--- src/rtl/ps2_pkg.sv ---
// ps2_pkg -- shared definitions for the buffered PS/2 receiver.
//   rx_state_e : receive FSM states (IDLE, DATA, PARITY, STOP)
//   FRAME_BITS : bits per PS/2 frame (start, 8 data, parity, stop)
//   DATA_W     : payload width of one frame
package ps2_pkg;

    localparam int FRAME_BITS = 11;
    // Start, parity and stop bits wrap the payload.
    localparam int DATA_W     = FRAME_BITS - 3;

    typedef enum logic [1:0] {
        IDLE,
        DATA,
        PARITY,
        STOP
    } rx_state_e;

endpackage

--- src/rtl/ps2_sync_fifo.sv ---
// ps2_sync_fifo -- single-clock show-ahead FIFO.
//   clk, reset      : system clock, asynchronous active-low reset
//   push, push_data : write request and data
//   pop             : consume the head entry (ignored when empty)
//   rd_data, valid  : head entry (0 when empty) and non-empty flag
//   count           : current occupancy, 0..DEPTH
//   overflow        : one-cycle pulse when a push is dropped on a full FIFO
module ps2_sync_fifo #(
    parameter int DEPTH = 8,
    parameter int WIDTH = 8
) (
    input  logic                     clk,
    input  logic                     reset,
    input  logic                     push,
    input  logic [WIDTH-1:0]         push_data,
    input  logic                     pop,
    output logic [WIDTH-1:0]         rd_data,
    output logic                     valid,
    output logic [$clog2(DEPTH):0]   count,
    output logic                     overflow
);

    localparam int AW = $clog2(DEPTH);
    localparam int CW = AW + 1;

    logic [WIDTH-1:0] mem_q [DEPTH];
    logic [AW-1:0]    wr_ptr_q, wr_ptr_d;
    logic [AW-1:0]    rd_ptr_q, rd_ptr_d;
    logic [CW-1:0]    count_q, count_d;
    logic             overflow_q, overflow_d;
    logic             full, wr_en, rd_en;

    // NOTE: every signal written here gets a default first, so no path leaves
    // a value unassigned and no latch is inferred.
    always_comb begin
        full  = (count_q == CW'(DEPTH));
        rd_en = pop && (count_q != '0);
        // A full FIFO still accepts a push when the head is popped that cycle.
        wr_en = push && (!full || rd_en);

        wr_ptr_d   = wr_en ? wr_ptr_q + AW'(1) : wr_ptr_q;
        rd_ptr_d   = rd_en ? rd_ptr_q + AW'(1) : rd_ptr_q;
        count_d    = count_q + {{AW{1'b0}}, wr_en} - {{AW{1'b0}}, rd_en};
        overflow_d = push && full && !rd_en;
    end

    // NOTE: state flops use non-blocking assignments so every flop samples
    // the pre-edge value of its inputs regardless of statement order.
    always_ff @(posedge clk or negedge reset) begin
        if (!reset) begin
            wr_ptr_q   <= '0;
            rd_ptr_q   <= '0;
            count_q    <= '0;
            overflow_q <= 1'b0;
        end else begin
            wr_ptr_q   <= wr_ptr_d;
            rd_ptr_q   <= rd_ptr_d;
            count_q    <= count_d;
            overflow_q <= overflow_d;
        end
    end

    // NOTE: storage is deliberately not reset; emptiness is tracked by the
    // pointers and count, and rd_data is masked to 0 while empty.
    always_ff @(posedge clk) begin
        if (wr_en) begin
            mem_q[wr_ptr_q] <= push_data;
        end
    end

    assign valid    = (count_q != '0);
    assign rd_data  = valid ? mem_q[rd_ptr_q] : '0;
    assign count    = count_q;
    assign overflow = overflow_q;

endmodule

--- src/rtl/ps2_rx_buffered.sv ---
// ps2_rx_buffered -- PS/2 device-to-host receiver with a receive FIFO.
//   clk, reset          : system clock, asynchronous active-low reset
//   ps2_clk, ps2_data   : asynchronous PS/2 lines
//   m_data, m_valid     : show-ahead head byte and non-empty flag
//   m_ready             : consumer accepts the head byte
//   fifo_count          : FIFO occupancy
//   parity_err          : one-cycle pulse on an odd-parity failure
//   frame_err           : one-cycle pulse on a bad stop bit or timeout
//   overflow            : one-cycle pulse when a good byte is dropped
// Build option: define PS2_RX_PARITY_CHECK_EN to enable parity checking;
// otherwise the parity bit is consumed but ignored and parity_err stays 0.
module ps2_rx_buffered
    import ps2_pkg::*;
#(
    parameter int FIFO_DEPTH  = 8,
    parameter int FILTER_LEN  = 4,
    parameter int TIMEOUT_CYC = 2000
) (
    input  logic                          clk,
    input  logic                          reset,
    input  logic                          ps2_clk,
    input  logic                          ps2_data,
    output logic [DATA_W-1:0]             m_data,
    output logic                          m_valid,
    input  logic                          m_ready,
    output logic [$clog2(FIFO_DEPTH):0]   fifo_count,
    output logic                          parity_err,
    output logic                          frame_err,
    output logic                          overflow
);

`ifdef PS2_RX_PARITY_CHECK_EN
    localparam bit PARITY_EN = 1'b1;
`else
    localparam bit PARITY_EN = 1'b0;
`endif

    localparam int FW    = $clog2(FILTER_LEN + 1);
    localparam int BW    = $clog2(DATA_W);
    localparam int TMO_W = $clog2(TIMEOUT_CYC + 1);

    logic              clk_meta_q, clk_meta_d, clk_sync_q, clk_sync_d;
    logic              data_meta_q, data_meta_d, data_sync_q, data_sync_d;
    logic              filt_q, filt_d, filt_prev_q, filt_prev_d;
    logic [FW-1:0]     filt_cnt_q, filt_cnt_d;
    rx_state_e         state_q, state_d;
    logic [BW-1:0]     bit_cnt_q, bit_cnt_d;
    logic [DATA_W-1:0] shift_q, shift_d;
    logic              par_ok_q, par_ok_d;
    logic [TMO_W-1:0]  tmo_cnt_q, tmo_cnt_d;
    logic              push_q, push_d;
    logic              parity_err_q, parity_err_d;
    logic              frame_err_q, frame_err_d;
    logic              rise;

    assign rise = filt_q && !filt_prev_q;

    always_comb begin
        clk_meta_d   = ps2_clk;
        clk_sync_d   = clk_meta_q;
        data_meta_d  = ps2_data;
        data_sync_d  = data_meta_q;
        filt_d       = filt_q;
        filt_cnt_d   = '0;
        filt_prev_d  = filt_q;
        state_d      = state_q;
        bit_cnt_d    = bit_cnt_q;
        shift_d      = shift_q;
        par_ok_d     = par_ok_q;
        tmo_cnt_d    = '0;
        push_d       = 1'b0;
        parity_err_d = 1'b0;
        frame_err_d  = 1'b0;

        // The filtered level flips only after FILTER_LEN consecutive
        // synchronised samples disagree with it.
        if (clk_sync_q != filt_q) begin
            if (filt_cnt_q == FW'(FILTER_LEN - 1)) begin
                filt_d = clk_sync_q;
            end else begin
                filt_cnt_d = filt_cnt_q + FW'(1);
            end
        end

        case (state_q)
            IDLE: begin
                if (rise && !data_sync_q) begin
                    state_d   = DATA;
                    bit_cnt_d = '0;
                end
            end
            DATA: begin
                if (rise) begin
                    shift_d = {data_sync_q, shift_q[DATA_W-1:1]};
                    if (bit_cnt_q == BW'(DATA_W - 1)) begin
                        state_d   = PARITY;
                        bit_cnt_d = '0;
                    end else begin
                        bit_cnt_d = bit_cnt_q + BW'(1);
                    end
                end
            end
            PARITY: begin
                if (rise) begin
                    par_ok_d = ^{shift_q, data_sync_q};
                    state_d  = STOP;
                end
            end
            STOP: begin
                if (rise) begin
                    state_d = IDLE;
                    if (!data_sync_q) begin
                        frame_err_d = 1'b1;
                    end else if (PARITY_EN && !par_ok_q) begin
                        parity_err_d = 1'b1;
                    end else begin
                        push_d = 1'b1;
                    end
                end
            end
            default: state_d = IDLE;
        endcase

        // A stalled frame is abandoned; this overrides the case above.
        if (state_q != IDLE && !rise) begin
            if (tmo_cnt_q == TMO_W'(TIMEOUT_CYC - 1)) begin
                frame_err_d = 1'b1;
                state_d     = IDLE;
                bit_cnt_d   = '0;
            end else begin
                tmo_cnt_d = tmo_cnt_q + TMO_W'(1);
            end
        end
    end

    always_ff @(posedge clk or negedge reset) begin
        if (!reset) begin
            clk_meta_q   <= 1'b1;
            clk_sync_q   <= 1'b1;
            data_meta_q  <= 1'b1;
            data_sync_q  <= 1'b1;
            filt_q       <= 1'b1;
            filt_cnt_q   <= '0;
            filt_prev_q  <= 1'b1;
            state_q      <= IDLE;
            bit_cnt_q    <= '0;
            shift_q      <= '0;
            par_ok_q     <= 1'b0;
            tmo_cnt_q    <= '0;
            push_q       <= 1'b0;
            parity_err_q <= 1'b0;
            frame_err_q  <= 1'b0;
        end else begin
            clk_meta_q   <= clk_meta_d;
            clk_sync_q   <= clk_sync_d;
            data_meta_q  <= data_meta_d;
            data_sync_q  <= data_sync_d;
            filt_q       <= filt_d;
            filt_cnt_q   <= filt_cnt_d;
            filt_prev_q  <= filt_prev_d;
            state_q      <= state_d;
            bit_cnt_q    <= bit_cnt_d;
            shift_q      <= shift_d;
            par_ok_q     <= par_ok_d;
            tmo_cnt_q    <= tmo_cnt_d;
            push_q       <= push_d;
            parity_err_q <= parity_err_d;
            frame_err_q  <= frame_err_d;
        end
    end

    // shift_q is untouched in IDLE, so it still holds the byte on push_q.
    ps2_sync_fifo #(
        .DEPTH (FIFO_DEPTH),
        .WIDTH (DATA_W)
    ) u_fifo (
        .clk       (clk),
        .reset     (reset),
        .push      (push_q),
        .push_data (shift_q),
        .pop       (m_ready),
        .rd_data   (m_data),
        .valid     (m_valid),
        .count     (fifo_count),
        .overflow  (overflow)
    );

    assign parity_err = parity_err_q;
    assign frame_err  = frame_err_q;

endmodule

--- config.mk ---
export PLATFORM = sky130hd
export DESIGN_NAME = ps2_rx_buffered
export DESIGN_NICKNAME = d
export VERILOG_FILES = /design/src/rtl/ps2_pkg.sv /design/src/rtl/ps2_sync_fifo.sv /design/src/rtl/ps2_rx_buffered.sv
export SDC_FILE = /design/constraint.sdc
export NUM_CORES = 1
export LEC_CHECK = 0
export BUFFER_PORTS_ARGS = -buffer_cell sky130_fd_sc_hd__buf_4
export CORE_UTILIZATION = 60
export CTS_BUF_LIST = sky130_fd_sc_hd__clkbuf_4 sky130_fd_sc_hd__clkbuf_8 sky130_fd_sc_hd__clkbuf_16
export CTS_CLUSTER_SIZE = 16
export DETAILED_ROUTE_END_ITERATION = 10
export PLACE_DENSITY_LB_ADDON = 0.08
export SLEW_MARGIN = 20
export SYNTH_ARGS = -nofsm -noshare
export SYNTH_HDL_FRONTEND = slang
export SYNTH_SLANG_ARGS = --single-unit
--- constraint.sdc ---
create_clock -name clk -period 6.5 [get_ports clk]
set_input_delay 0.975 -clock clk [delete_from_list [all_inputs] [get_ports clk]]
set_output_delay 0.975 -clock clk [all_outputs]
set_load 0.1 [all_outputs]
==> flow_summary.toml <==
[outcome]
status = "complete, no violations"

[timing]
whs_ns = 0.3601
setup_tns_ns = 0
fin_skew_ns = 0.01398
setup_viol = 0
max_freq_ghz = 0.3037
rsz0062_at_grt = "false"
finalCritPeriodShare = 0.5065
drv_slew = 0
min_period_ns = 3.292
tightest_slew_ns = 0.9006
relSlewSlack = 0.3974
worst_slack_ns = 3.208
hold_viol = 0

[detailed_routing]
finalWirelength_um = 7560
drt-initial-drc-count = 113
drtPass1Iterations = 5
via_per_inst = 5.925
drt-wirelength-per-cell_um = 17.83
via_count = 2512
ant_nets = 0
drc = 0

[synth]
synth_most_common_cell = "edfxtp_1"
ys_seq_area_frac = 0.6656
synth_edf_count = 64
async_flop_share = 0.4182
synth_top_area_cell = "edfxtp_1"
syn_area_per_cell_um2 = 15.80
synth_nets = 310
yosys_warnings = 0
yosysTopAreaCellShare = 0.4152
synth_top_cells_by_area = "edfxtp_1 42%, dfrtp_1 22%, mux4_2 7.8%"
synth_seq_cells = 110
synth_cells = 293
synth_cell_types = 51
synth_flop_cell = "edfxtp_1"
netlist_area_um2 = 4628
synthTopCellsByCount = "64 x edfxtp_1, 40 x dfrtp_1, 16 x mux4_2"

[die]
fp.dieW_um = 89.83
core_um2 = 7370
row_count = 31
die_y_um = 89.83
dieArea_um2 = 8069
initial_utilization = 0.6280
io_pins = 21

[critical_path]
rrSetupSlack_ns = 4.06
critPathArrivalTime_ns = 2.32
start_kind = "flip-flop"
cp_data_required_time_ns = 5.52
path_max_fanout = 8
end_kind = "primary output"
r2r_end = "u_fifo.mem_q[7][0]"
timing.rr.start = "u_fifo.count[2]"
reg2reg_depth = 5
path_class = "flip-flop to primary output"

[grt]
antenna_found_initial = 0
first_global_vias = 2488
grt_max_degree = 47
track_usage = 0.2099
overflow = 0
grt_pass1_wl_um = 12950

[cells_and_area]
area_delta_synth_final_pct = 10.41
nFillCells = 516
drive_gt1_frac = 0.2554
final_area_um2 = 5110
fin_cells = 424
num_antenna_cells = 0
fin_nets = 337

[place]
gp_congestion = 0.7309
placedCellCount = 408
portBuffers = 19
placed_area_um2 = 4887
dp_hpwl_um = 5008
place_ws_ns = 3.311

[clocking]
cts_tree = "yes"
post_cts_buffers = 0
cts_root_buffer = "clkbuf_8"
clk_pin_slew_ns = 0.11
cts_sinks = 110
clk_latency_ns = 0.37
clock_path_buffers = 2
htree_num_levels = 3
cts_buffers = 9
cts-hold-fix-buffers = 0
cts-resized-gates = 0

[pwr]
p_per_area_nw_per_um2 = 475.1
peakVddDrop_v = 0.0003651
power.leakage_nw = 1.906

[job]
cap_violations = 0

[min_path]
hp-class = "flip-flop to flip-flop"
min-delay-start = "clk_meta_q"
holdPathEnd = "clk_sync_q"
whs_path_depth = 0
critical path: stages, from the launching register on:
cell	delay [ns]
dfrtp_1	0.39
inv_1	0.10
ha_1	0.23
or3b_4	0.42
and2_1	0.30
a22o_1	0.27
buf_4	0.23
through the flow:
step / total power, W / utilization
after global routing: 0.002548 / 0.6934
after CTS: 0.002449 / 0.6932
after detailed placement: 0.002016 / 0.6632
after global placement: 0.001990 / 0.6632
after floorplan: 0.001813 / -
final: 0.002428 / 0.6934
worst max-delay path by stage:
| stage | start | to | slack, ns | cells past startpoint |
|---|---|---|---|---|
| floorplan | u_fifo.count[2] | m_data[0] | 2.61 | 6 |
| global placement | u_fifo.rd_ptr_q[0] | m_data[1] | 3.38 | 3 |
| detailed placement | u_fifo.rd_ptr_q[0] | m_data[7] | 3.31 | 3 |
| CTS | u_fifo.rd_ptr_q[0] | m_data[7] | 2.90 | 3 |
| global route | u_fifo.count[2] | m_data[7] | 3.08 | 6 |
| finish | u_fifo.count[2] | m_data[7] | 3.21 | 6 |
final cells by class:
type,instances,area [um^2],share of cell area
Multi-Input combinational cell,165,1461,0.2860
Tap cell,99,123.9,0.02424
Timing Repair Buffer,25,187.7,0.03673
Sequential cell,110,3082,0.6031
Inverter,9,33.78,0.006611
Clock buffer,9,123.9,0.02424
Clock inverter,7,97.59,0.01910
cell usage in the layout, fill, tap and decap left out, types with 4 or more instances in the layout:
cell type / n
nor2_1: 10
nand2b_1: 6
xnor2_1: 6
inv_1: 8
mux4_2: 16
nor2b_1: 6
o31ai_1: 4
o21ai_0: 9
ha_1: 11
nand2_1: 14
a22oi_1: 4
a21oi_1: 4
clkbuf_8: 9
nor3_1: 8
nand3_1: 6
edfxtp_1: 64
dfrtp_1: 39
dfstp_2: 6
buf_4: 25
a22o_1: 9
mux2_2: 10
layer usage:
metal	routed length, um	track usage
met2	3776	0.3391
met5	0	0
met1	3447	0.2955
met3	274	0.03384
met4	61	0.06967
registers in the layout, summed over array words and instances, names as in the netlist, 2 cells and up:
name	cells
tmo_cnt_q	11
u_fifo.count	4
u_fifo.wr_ptr_q	3
shift_q	8
bit_cnt_q	3
u_fifo.rd_ptr_q	3
state_q	2
filt_cnt_q	3
u_fifo.mem_q	64
cell families (layout without fill, tap and decap cells):
group                      count (synthesis)  in the layout  share of synthesized area
DFF                                      110            110                     0.6656
and+or+nand+nor                           73             73                    0.08976
AOI/OAI and AO/OA                         42             42                    0.06651
muxes                                     28             28                     0.1076
buffers and inverters                     18             50                    0.01865
adders and majority gates                 12             12                    0.03406
xor gates and xnor gates                   9              9                    0.01703
other                                      1              1                  0.0008103
power by group:
part           internal (W)  switching, W  leakage, nW
Combinational      0.000325      0.000617        0.633
Clock              0.000191      0.000248        0.112
Sequential         0.000879      0.000169         1.16
Total               0.00139       0.00103         1.91
Note: power is estimated with default switching activity, not from simulation.
